$ cat src/rtl/itch_msg_framer_if.sv
`default_nettype none
// ============================================================================
// Module      : itch_msg_framer_if
// Description : Byte-stream bundle between the header stage, the ITCH
//               message framer and the per-type field decoders. The master
//               side feeds bytes in and observes framed output; the slave
//               side is the framer itself.
// Revision    : 1.0 - initial release
// ============================================================================
interface itch_msg_framer_if #(
  parameter int IDX_W = 6
);
  // Upstream byte stream from the header stage
  logic [7:0]       byte_in;
  logic             byte_valid_in;
  logic             start_flag_in;

  // Framed stream towards the field decoders
  logic [7:0]       byte_out;
  logic             byte_valid_out;
  logic [IDX_W-1:0] byte_idx_out;
  logic [7:0]       msg_type_out;
  logic [IDX_W-1:0] msg_len_out;
  logic             msg_start_out;
  logic             msg_end_out;
  logic             unknown_type_out;
  logic             truncated_out;

  modport master (
    output byte_in, byte_valid_in, start_flag_in,
    input  byte_out, byte_valid_out, byte_idx_out, msg_type_out,
           msg_len_out, msg_start_out, msg_end_out, unknown_type_out,
           truncated_out
  );

  modport slave (
    input  byte_in, byte_valid_in, start_flag_in,
    output byte_out, byte_valid_out, byte_idx_out, msg_type_out,
           msg_len_out, msg_start_out, msg_end_out, unknown_type_out,
           truncated_out
  );
endinterface
`default_nettype wire

$ cat src/rtl/itch_msg_framer.sv
`default_nettype none
// ============================================================================
// Module      : itch_msg_framer
// Description : Splits the ITCH byte stream into fixed-length messages.
//               Decodes the type byte, looks up the message length, tags
//               each byte with its index and flags start/end, unknown
//               types and truncated messages. One cycle of latency, all
//               outputs registered.
//               Optional feature macro: ITCH_FRAMER_STATS_EN adds saturating
//               message and error counters (msg_count_out, err_count_out).
// Revision    : 1.0 - initial release
// ============================================================================
module itch_msg_framer #(
  parameter int IDX_W = 6  // must be >= 6 to hold the longest length (44)
) (
  input  logic                    clk,
  input  logic                    rst_n,
  itch_msg_framer_if.slave        bus
`ifdef ITCH_FRAMER_STATS_EN
  ,
  output logic [15:0]             msg_count_out,
  output logic [15:0]             err_count_out
`endif
);

  typedef enum logic [1:0] {
    ST_IDLE   = 2'd0,
    ST_ACTIVE = 2'd1,
    ST_SKIP   = 2'd2
  } state_t;

  state_t           r_state;
  logic [IDX_W-1:0] r_count;
  logic [IDX_W-1:0] r_len;

  logic [IDX_W-1:0] w_lookup_len;
  logic             w_known;
  logic             w_type_byte;
  logic             w_trunc;
  logic             w_payload;
  logic             w_last;

  // Fixed message length by type byte; zero marks an unlisted type
  always_comb begin
    w_lookup_len = '0;
    case (bus.byte_in)
      8'h41:   w_lookup_len = IDX_W'(36);  // 'A'
      8'h46:   w_lookup_len = IDX_W'(40);  // 'F'
      8'h45:   w_lookup_len = IDX_W'(31);  // 'E'
      8'h43:   w_lookup_len = IDX_W'(36);  // 'C'
      8'h58:   w_lookup_len = IDX_W'(23);  // 'X'
      8'h44:   w_lookup_len = IDX_W'(19);  // 'D'
      8'h55:   w_lookup_len = IDX_W'(35);  // 'U'
      8'h50:   w_lookup_len = IDX_W'(44);  // 'P'
      default: w_lookup_len = '0;
    endcase
  end

  assign w_known = (w_lookup_len != '0);

  // A type byte is any valid byte in IDLE, or any flagged byte elsewhere;
  // a flagged byte in ACTIVE also cuts the running message short.
  assign w_type_byte = bus.byte_valid_in &&
                       ((r_state == ST_IDLE) || bus.start_flag_in);
  assign w_trunc     = bus.byte_valid_in && bus.start_flag_in &&
                       (r_state == ST_ACTIVE);
  assign w_payload   = bus.byte_valid_in && !bus.start_flag_in &&
                       (r_state == ST_ACTIVE);
  assign w_last      = w_payload && (r_count == (r_len - IDX_W'(1)));

  // Framing FSM with registered outputs
  always_ff @(posedge clk or negedge rst_n) begin
    if (!rst_n) begin
      r_state              <= ST_IDLE;
      r_count              <= '0;
      r_len                <= '0;
      bus.byte_out         <= '0;
      bus.byte_valid_out   <= 1'b0;
      bus.byte_idx_out     <= '0;
      bus.msg_type_out     <= '0;
      bus.msg_len_out      <= '0;
      bus.msg_start_out    <= 1'b0;
      bus.msg_end_out      <= 1'b0;
      bus.unknown_type_out <= 1'b0;
      bus.truncated_out    <= 1'b0;
    end else begin
      bus.byte_valid_out   <= 1'b0;
      bus.msg_start_out    <= 1'b0;
      bus.msg_end_out      <= 1'b0;
      bus.unknown_type_out <= 1'b0;
      bus.truncated_out    <= w_trunc;

      if (w_type_byte) begin
        if (w_known) begin
          bus.byte_out       <= bus.byte_in;
          bus.byte_valid_out <= 1'b1;
          bus.byte_idx_out   <= '0;
          bus.msg_start_out  <= 1'b1;
          bus.msg_type_out   <= bus.byte_in;
          bus.msg_len_out    <= w_lookup_len;
          r_len              <= w_lookup_len;
          r_count            <= IDX_W'(1);
          r_state            <= ST_ACTIVE;
        end else begin
          // Unknown type: keep the previous type/length, drop until next flag
          bus.unknown_type_out <= 1'b1;
          r_count              <= '0;
          r_state              <= ST_SKIP;
        end
      end else if (w_payload) begin
        bus.byte_out       <= bus.byte_in;
        bus.byte_valid_out <= 1'b1;
        bus.byte_idx_out   <= r_count;
        if (w_last) begin
          bus.msg_end_out <= 1'b1;
          r_count         <= '0;
          r_state         <= ST_IDLE;
        end else begin
          r_count <= r_count + IDX_W'(1);
        end
      end
    end
  end

`ifdef ITCH_FRAMER_STATS_EN
  logic w_err;

  // Unknown type and truncation in the same cycle count as a single error
  assign w_err = w_trunc || (w_type_byte && !w_known);

  // Saturating message/error counters, stepped alongside their pulses
  always_ff @(posedge clk or negedge rst_n) begin
    if (!rst_n) begin
      msg_count_out <= '0;
      err_count_out <= '0;
    end else begin
      if (w_last && (msg_count_out != 16'hFFFF)) begin
        msg_count_out <= msg_count_out + 16'd1;
      end
      if (w_err && (err_count_out != 16'hFFFF)) begin
        err_count_out <= err_count_out + 16'd1;
      end
    end
  end
`endif

endmodule
`default_nettype wire

$ cat src/flat_wrapper.sv
// flat-port wrapper written by rule: the top's interface ports become plain ports
module itch_msg_framer_flat 
#(
  parameter int IDX_W = 6                                                 
)
  (clk, rst_n, bus_byte_in, bus_byte_valid_in, bus_start_flag_in, bus_byte_out, bus_byte_valid_out, bus_byte_idx_out, bus_msg_type_out, bus_msg_len_out, bus_msg_start_out, bus_msg_end_out, bus_unknown_type_out, bus_truncated_out);
  itch_msg_framer_if #(.IDX_W(IDX_W)) bus_i ();
  input  logic clk;
  input  logic rst_n;
  input wire logic [$bits(bus_i.byte_in)-1:0] bus_byte_in;
  input wire logic [$bits(bus_i.byte_valid_in)-1:0] bus_byte_valid_in;
  input wire logic [$bits(bus_i.start_flag_in)-1:0] bus_start_flag_in;
  output wire logic [$bits(bus_i.byte_out)-1:0] bus_byte_out;
  output wire logic [$bits(bus_i.byte_valid_out)-1:0] bus_byte_valid_out;
  output wire logic [$bits(bus_i.byte_idx_out)-1:0] bus_byte_idx_out;
  output wire logic [$bits(bus_i.msg_type_out)-1:0] bus_msg_type_out;
  output wire logic [$bits(bus_i.msg_len_out)-1:0] bus_msg_len_out;
  output wire logic [$bits(bus_i.msg_start_out)-1:0] bus_msg_start_out;
  output wire logic [$bits(bus_i.msg_end_out)-1:0] bus_msg_end_out;
  output wire logic [$bits(bus_i.unknown_type_out)-1:0] bus_unknown_type_out;
  output wire logic [$bits(bus_i.truncated_out)-1:0] bus_truncated_out;
  assign bus_i.byte_in = bus_byte_in;
  assign bus_i.byte_valid_in = bus_byte_valid_in;
  assign bus_i.start_flag_in = bus_start_flag_in;
  assign bus_byte_out = bus_i.byte_out;
  assign bus_byte_valid_out = bus_i.byte_valid_out;
  assign bus_byte_idx_out = bus_i.byte_idx_out;
  assign bus_msg_type_out = bus_i.msg_type_out;
  assign bus_msg_len_out = bus_i.msg_len_out;
  assign bus_msg_start_out = bus_i.msg_start_out;
  assign bus_msg_end_out = bus_i.msg_end_out;
  assign bus_unknown_type_out = bus_i.unknown_type_out;
  assign bus_truncated_out = bus_i.truncated_out;
  itch_msg_framer #(.IDX_W(IDX_W)) u_core (.clk(clk), .rst_n(rst_n), .bus(bus_i));
endmodule
$ cat config.mk
export PLATFORM = sky130hd
export DESIGN_NAME = itch_msg_framer_flat
export DESIGN_NICKNAME = d
export VERILOG_FILES = /design/src/rtl/itch_msg_framer_if.sv /design/src/rtl/itch_msg_framer.sv /design/src/flat_wrapper.sv
export SDC_FILE = /design/constraint.sdc
export NUM_CORES = 1
export LEC_CHECK = 0
export CAP_MARGIN = 20
export CELL_PAD_IN_SITES_DETAIL_PLACEMENT = 1
export CELL_PAD_IN_SITES_GLOBAL_PLACEMENT = 1
export CORE_ASPECT_RATIO = 0.8
export CORE_MARGIN = 8
export CORE_UTILIZATION = 43
export CTS_BUF_LIST = sky130_fd_sc_hd__clkbuf_4
export DETAILED_ROUTE_END_ITERATION = 10
export GPL_ROUTABILITY_DRIVEN = 0
export PLACE_DENSITY = 0.9
export SLEW_MARGIN = 40
export SYNTH_ARGS = -nofsm -noshare
export SYNTH_HDL_FRONTEND = slang
export SYNTH_SLANG_ARGS = --single-unit
export TNS_END_PERCENT = 100
$ cat constraint.sdc
create_clock -name clk -period 4.21 [get_ports clk]
set_input_delay 0.842 -clock clk [delete_from_list [all_inputs] [get_ports clk]]
set_output_delay 0.842 -clock clk [all_outputs]
set_load 0.005 [all_outputs]
# == Yosys cells after proc, flatten, opt, wreduce, memory -nomap -nowiden ==
# Index checks and enable logic that the tools add are counted.
# word_totals
in_bits,12
ff_bits,41
# op_classes
n_mux,24
reduce_logical,16
n_eq_ne,11
addsub,2
# ops
op,count
"equality test 8 x 7 -> 1 bit, second input constant",8
case mux 6 bit (7 select lines),1
2-to-1 mux 6 bit,6
2-to-1 mux 8 bit,3
2-to-1 mux 1 bit,10
2-to-1 mux 2 bit,4
"adder 6 x 1 -> 6 bit, second input constant",1
equality test 6 bit,1
logical AND 1 bit,6
AND reduction 2 bit,3
nonzero test 6 bit,1
"subtractor 6 x 1 -> 6 bit, second input constant",1
nonzero test 2 bit,2
"equality test 2 x 1 -> 1 bit, second input constant",1
logical NOT 2 bit,1
"inequality test 2 x 1 -> 1 bit, second input constant",1
OR reduction 2 bit,1
logical NOT 1 bit,1
logical OR 1 bit,1

# == Logic depth before layout (Yosys ltp) ==
# depth
word_depth,7
ltp_mapped,8
mapped_depth_nobuf,6

# == Worst setup path after synthesis ==
# No wires, ideal clock.
# synth_path
kind,input to register
start,input port bus_byte_in[1]
end,register u_core.bus.msg_type_out[2]
setup_slack_ps,1951
path_stages,7
required_ps,4085
t_arrival_ps,2134
setup_time_ps,125
path_cell_list,buf_6 -> nor4bb_2 -> a211oi_2 -> or2_1 -> buf_6 -> buf_6 -> mux2_4
# synth_between
elab_chain_cells,5
elab_cells_between_ends,12
# synth_lines
element,line,text
"start, declared",flat_wrapper.sv:10,input wire logic [$bits(bus_i.byte_in)-1:0] bus_byte_in;
equality test 8 x 7 -> 1 bit,itch_msg_framer.sv:46,case (bus.byte_in)
OR reduction 2 bit (no source line),-,
case mux 6 bit (7 select lines) *,itch_msg_framer.sv:46,
nonzero test 6 bit *,itch_msg_framer.sv:59,assign w_known = (w_lookup_len != '0);
AND reduction 2 bit (no source line) *,-,
"end signal, assigned",itch_msg_framer.sv:99,bus.msg_type_out <= bus.byte_in;
"end, declared",itch_msg_framer_if.sv:38,"output byte_out, byte_valid_out, byte_idx_out, msg_type_out,"
# Every way passes the cells marked *; elsewhere a longest branch is shown, timed or not.
# A chain may end at the register's enable or synchronous reset.

# == Worst setup path in the final report ==
# layout_path
start,input port bus_byte_in[2]
end,register u_core.r_len[4]
# layout_between
elab_chain_cells,5
elab_cells_between_ends,12
# layout_lines
element,line,text
equality test 8 x 7 -> 1 bit,itch_msg_framer.sv:46,
OR reduction 2 bit (no source line),-,
case mux 6 bit (7 select lines) *,itch_msg_framer.sv:46,
nonzero test 6 bit,itch_msg_framer.sv:59,
AND reduction 2 bit (no source line),-,
"end signal, assigned",itch_msg_framer.sv:101,r_len <= w_lookup_len;
"end, declared",itch_msg_framer.sv:34,logic [IDX_W-1:0] r_len;
# Marked as above.

==> metrics.md <==
| Metric | Value |
|---|---|
| Share of the synthesized area in the top cell type | 0.518 |
| Placed inst area | approximately 2400 um2 |
| Reg2Reg Setup Slack | about 2.0 ns |
| DRC viols | 0 |
| Root Buffer | clkbuf_4 |
| Post-Syn Area per Cell | about 11 um2 |
| Initial antenna violation count | 0 |
| Worst relative slew slack | 0.630 |
| Clock power frac | 0.231 |
| Clk Latency, worst-skew pair | roughly 0.35 ns |
| I/O Pins | 45 |
| Routed length on met1 | about 2300 um |
| First-pass GRT wire length | approximately 8400 um |
| Wire length on met3 | slightly below 400 um |
| Final setup TNS | 0 ns |
| Worst-Margin Slew | 0.551 ns |
| Flops & latches, synth | 40 |
| Max H-tree Level | 2 |
| Cell Count Post-Placement | 266 |
| Global-route usage over all layers | 0.148 |
| Share of flip-flops with an asynchronous set or reset | 1.00 |
| CTS Buffer Depth | 2 |
| MaxCap Viol Count | 0 |
| Most frequent cells after synthesis | dfrtp_1, nand2_1, o21ai_0 |
| Post-synth EDFFs | 0 |
| Pwr Density | ~340 nW/um2 |
| Number of routed nets with antenna violations | 0 |
| Total Power | 0.825 mW |
| Via density | approximately 5.5 |
| Fmax | 325 MHz |
| NetSw | approximately 0.22 mW |
| Sink Count | 40 |
| CORE AREA | between 4000 and 5000 um2 |
| Yosys top cell by area | dfrtp_1 |
| Ys flop type | dfrtp_1 |
| Fin. Hold Viols | 0 |
| Endpoints failing setup | 0 |
| Comb pwr share | 0.230 |
| Seq pwr share | 0.539 |
| Layout area overhead | 25.7% |
| Num CTS Buffers | 5 |
| Post_cts resized | 0 |
| TritonCTS clock tree | built |
| Wirelength per Cell | around 19 um |
| Unrepaired setup endpoints after global routing | false |
| Pleak | about 1.0 nW |
| Vias | 1,500 |
| Post-route cell area | ~2400 um2 |
| Final core occ | 0.571 |
| Slew Viols, Final | 0 |
| Crit Path Category | in -> reg |
| # rows | 21 |
| # diodes | 0 |
| Final period utilization | 0.731 |
| Cells after synthesis | between 150 and 200 |
| CTS Hold Bufs | 0 |
| CTS clk-pin slew, worst paths | 0.12 ns |
| Most numerous cell in the Yosys netlist | dfrtp_1 |
| Share of layout cells above drive strength 1 | 0.130 |
| Die X | a little over 90 um |
| Peak VDD IR | around 0.22 mV |
| Internal | between 0.6 and 0.7 mW |
| Mapped Nets | 188 |
| Crit path required time | approximately 4.5 ns |
| Count of cell types in the netlist | 43 |
| Metal2 WL | approximately 2300 um |
| Crit. End Element | flop |
| Initial cell density of the core | 0.454 |
| Register area share after synthesis | 0.518 |
| Worst Hold Class | in -> async |
| Uppermost routed layer | met4 |
| Largest net degree at the start of global routing | slightly above 40 |
| Worst setup SP type | input port |
| 1st-pass router iterations | 4 |
| Port Buffers | 44 |
| Initial DRC count | 60 |
| Worst-path maximum fanout | 14 |
| Hpwl dp | around 3700 um |
| Layout filler cell count | around 480 |
| Die H | between 70 and 80 um |
| Reg-to-Reg End | u_core.r_len[4] |
| Final cell count without fillers | 273 |
| Sw Ratio | 0.270 |
| Total gr overflow | 0 |
| Setup bufs post-CTS | 0 |
| Period minus WS final | roughly 3.1 ns |
| FF-to-FF path depth | 5 |
| Most area-consuming cells after synthesis | dfrtp_1, mux2_2, o21ai_0 |
| Layout net count | between 200 and 250 |
| Worst reg2reg path startpoint | u_core.r_state[1] |
| Final wirelength | around 5000 um |
| Die area | about 7000 um2 |
| Outcome | complete, no violations |
| Setup Skew | slightly below 0.01 ns |
| Vias in the first global route | about 1,600 |
| Syn. warnings | 0 |
| Cell Area, Synth | between 1500 and 2000 um2 |
| Arrival time worst endpoint | 3.33 ns |
## area by class of cell
class / count / area [um2] / share of cell area
Tap cell: 57 / 71.3 / 0.0294
Multi-Input combinational cell: 119 / 843 / 0.347
Inverter: 5 / 18.8 / 0.00772
Timing Repair Buffer: 45 / 445 / 0.183
Clock buffer: 6 / 45.0 / 0.0185
Sequential cell: 40 / 1000 / 0.412
Clock inverter: 1 / 5.00 / 0.00206
## how the worst max path moves through the flow
stage                   startpoint                          to  slack (ns)  cells after the start
floorplan           bus_byte_in[1]  u_core.bus.msg_type_out[2]        1.95                      7
detailed placement  bus_byte_in[2]             u_core.r_len[4]        0.72                      6
global route        bus_byte_in[2]             u_core.r_len[4]        0.93                      6
global placement    bus_byte_in[0]             u_core.r_len[4]        0.89                      6
finish              bus_byte_in[2]             u_core.r_len[4]        1.13                      6
CTS                 bus_byte_in[2]             u_core.r_len[4]        1.12                      6
## layout by cell type, fill, tap and decap left out, drive strengths merged
master | netlist | final
clkdlybuf4s50 | 0 | 43
dfrtp | 40 | 40
nand2 | 19 | 19
o21ai | 17 | 17
mux2 | 12 | 12
xor2 | 7 | 7
nor2 | 6 | 6
xnor2 | 6 | 6
clkbuf | 2 | 6
inv | 5 | 5
nor3 | 5 | 5
nand2b | 4 | 4
and2 | 4 | 4
nand3b | 3 | 3
nand4 | 3 | 3
a21oi | 3 | 3
nor4bb | 3 | 3
nor2b | 2 | 2
and3 | 2 | 2
or3b | 2 | 2
o21a | 2 | 2
nand3 | 2 | 2
o31ai | 2 | 2
nor3b | 2 | 2
ha | 2 | 2
buf | 8 | 2
nor4b | 2 | 2
a211oi | 1 | 1
o2111ai | 1 | 1
or2 | 1 | 1
nor4 | 1 | 1
o211ai | 1 | 1
or2b | 1 | 1
a21boi | 1 | 1
o32a | 1 | 1
o32ai | 1 | 1
clkinv | 0 | 1
## critical path, cell delays in order
cell,delay (ns)
clkdlybuf4s50_1,0.73
xor2_1,0.17
a211oi_2,0.44
or2_1,0.51
inv_1,0.31
mux2_2,0.33
## power groups by stage
stage	Combinational (mW)	Clock (mW)	Sequential (mW)
after floorplan	0.0828	0	0.450
after global routing	0.208	0.208	0.450
after CTS	0.194	0.197	0.445
after global placement	0.186	0	0.450
final	0.190	0.190	0.445
after detailed placement	0.192	0	0.453
## kinds of logic after synthesis
| logic type | share of synthesized area |
|---|---|
| and+or+nand+nor | 0.193 |
| DFF | 0.518 |
| adders and majority gates | 0.0129 |
| xor gates and xnor gates | 0.0589 |
| muxes | 0.0738 |
| AOI/OAI and AO/OA | 0.0977 |
| buffers and inverters | 0.0460 |
## per-stage QoR
stage | setup slack (ns) | hold WS (ns)
floorplan | 1.95 | 0.459
global placement | 0.885 | 0.455
detailed placement | 0.721 | 0.463
CTS | 1.12 | 0.457
global route | 0.932 | 0.468
finish | 1.13 | 0.446
## metal layers
layer,vias up,global-route usage
met5,-,0
met4,0,0.0489
met3,8,0.0531
met2,51,0.229
met1,755,0.186
li1,686,-
## flip-flops by register name, summed over array words and instances (netlist names)
signal and cells:
u_core.bus.unknown_type_out 1, u_core.bus.msg_type_out 8, u_core.r_count 6, u_core.r_state 2
u_core.bus.byte_out 8, u_core.r_len 5, u_core.bus.msg_start_out 1, u_core.bus.truncated_out 1
u_core.bus.msg_end_out 1, u_core.bus.byte_idx_out 6, u_core.bus.byte_valid_out 1
Power figures use the tool's default switching activity.
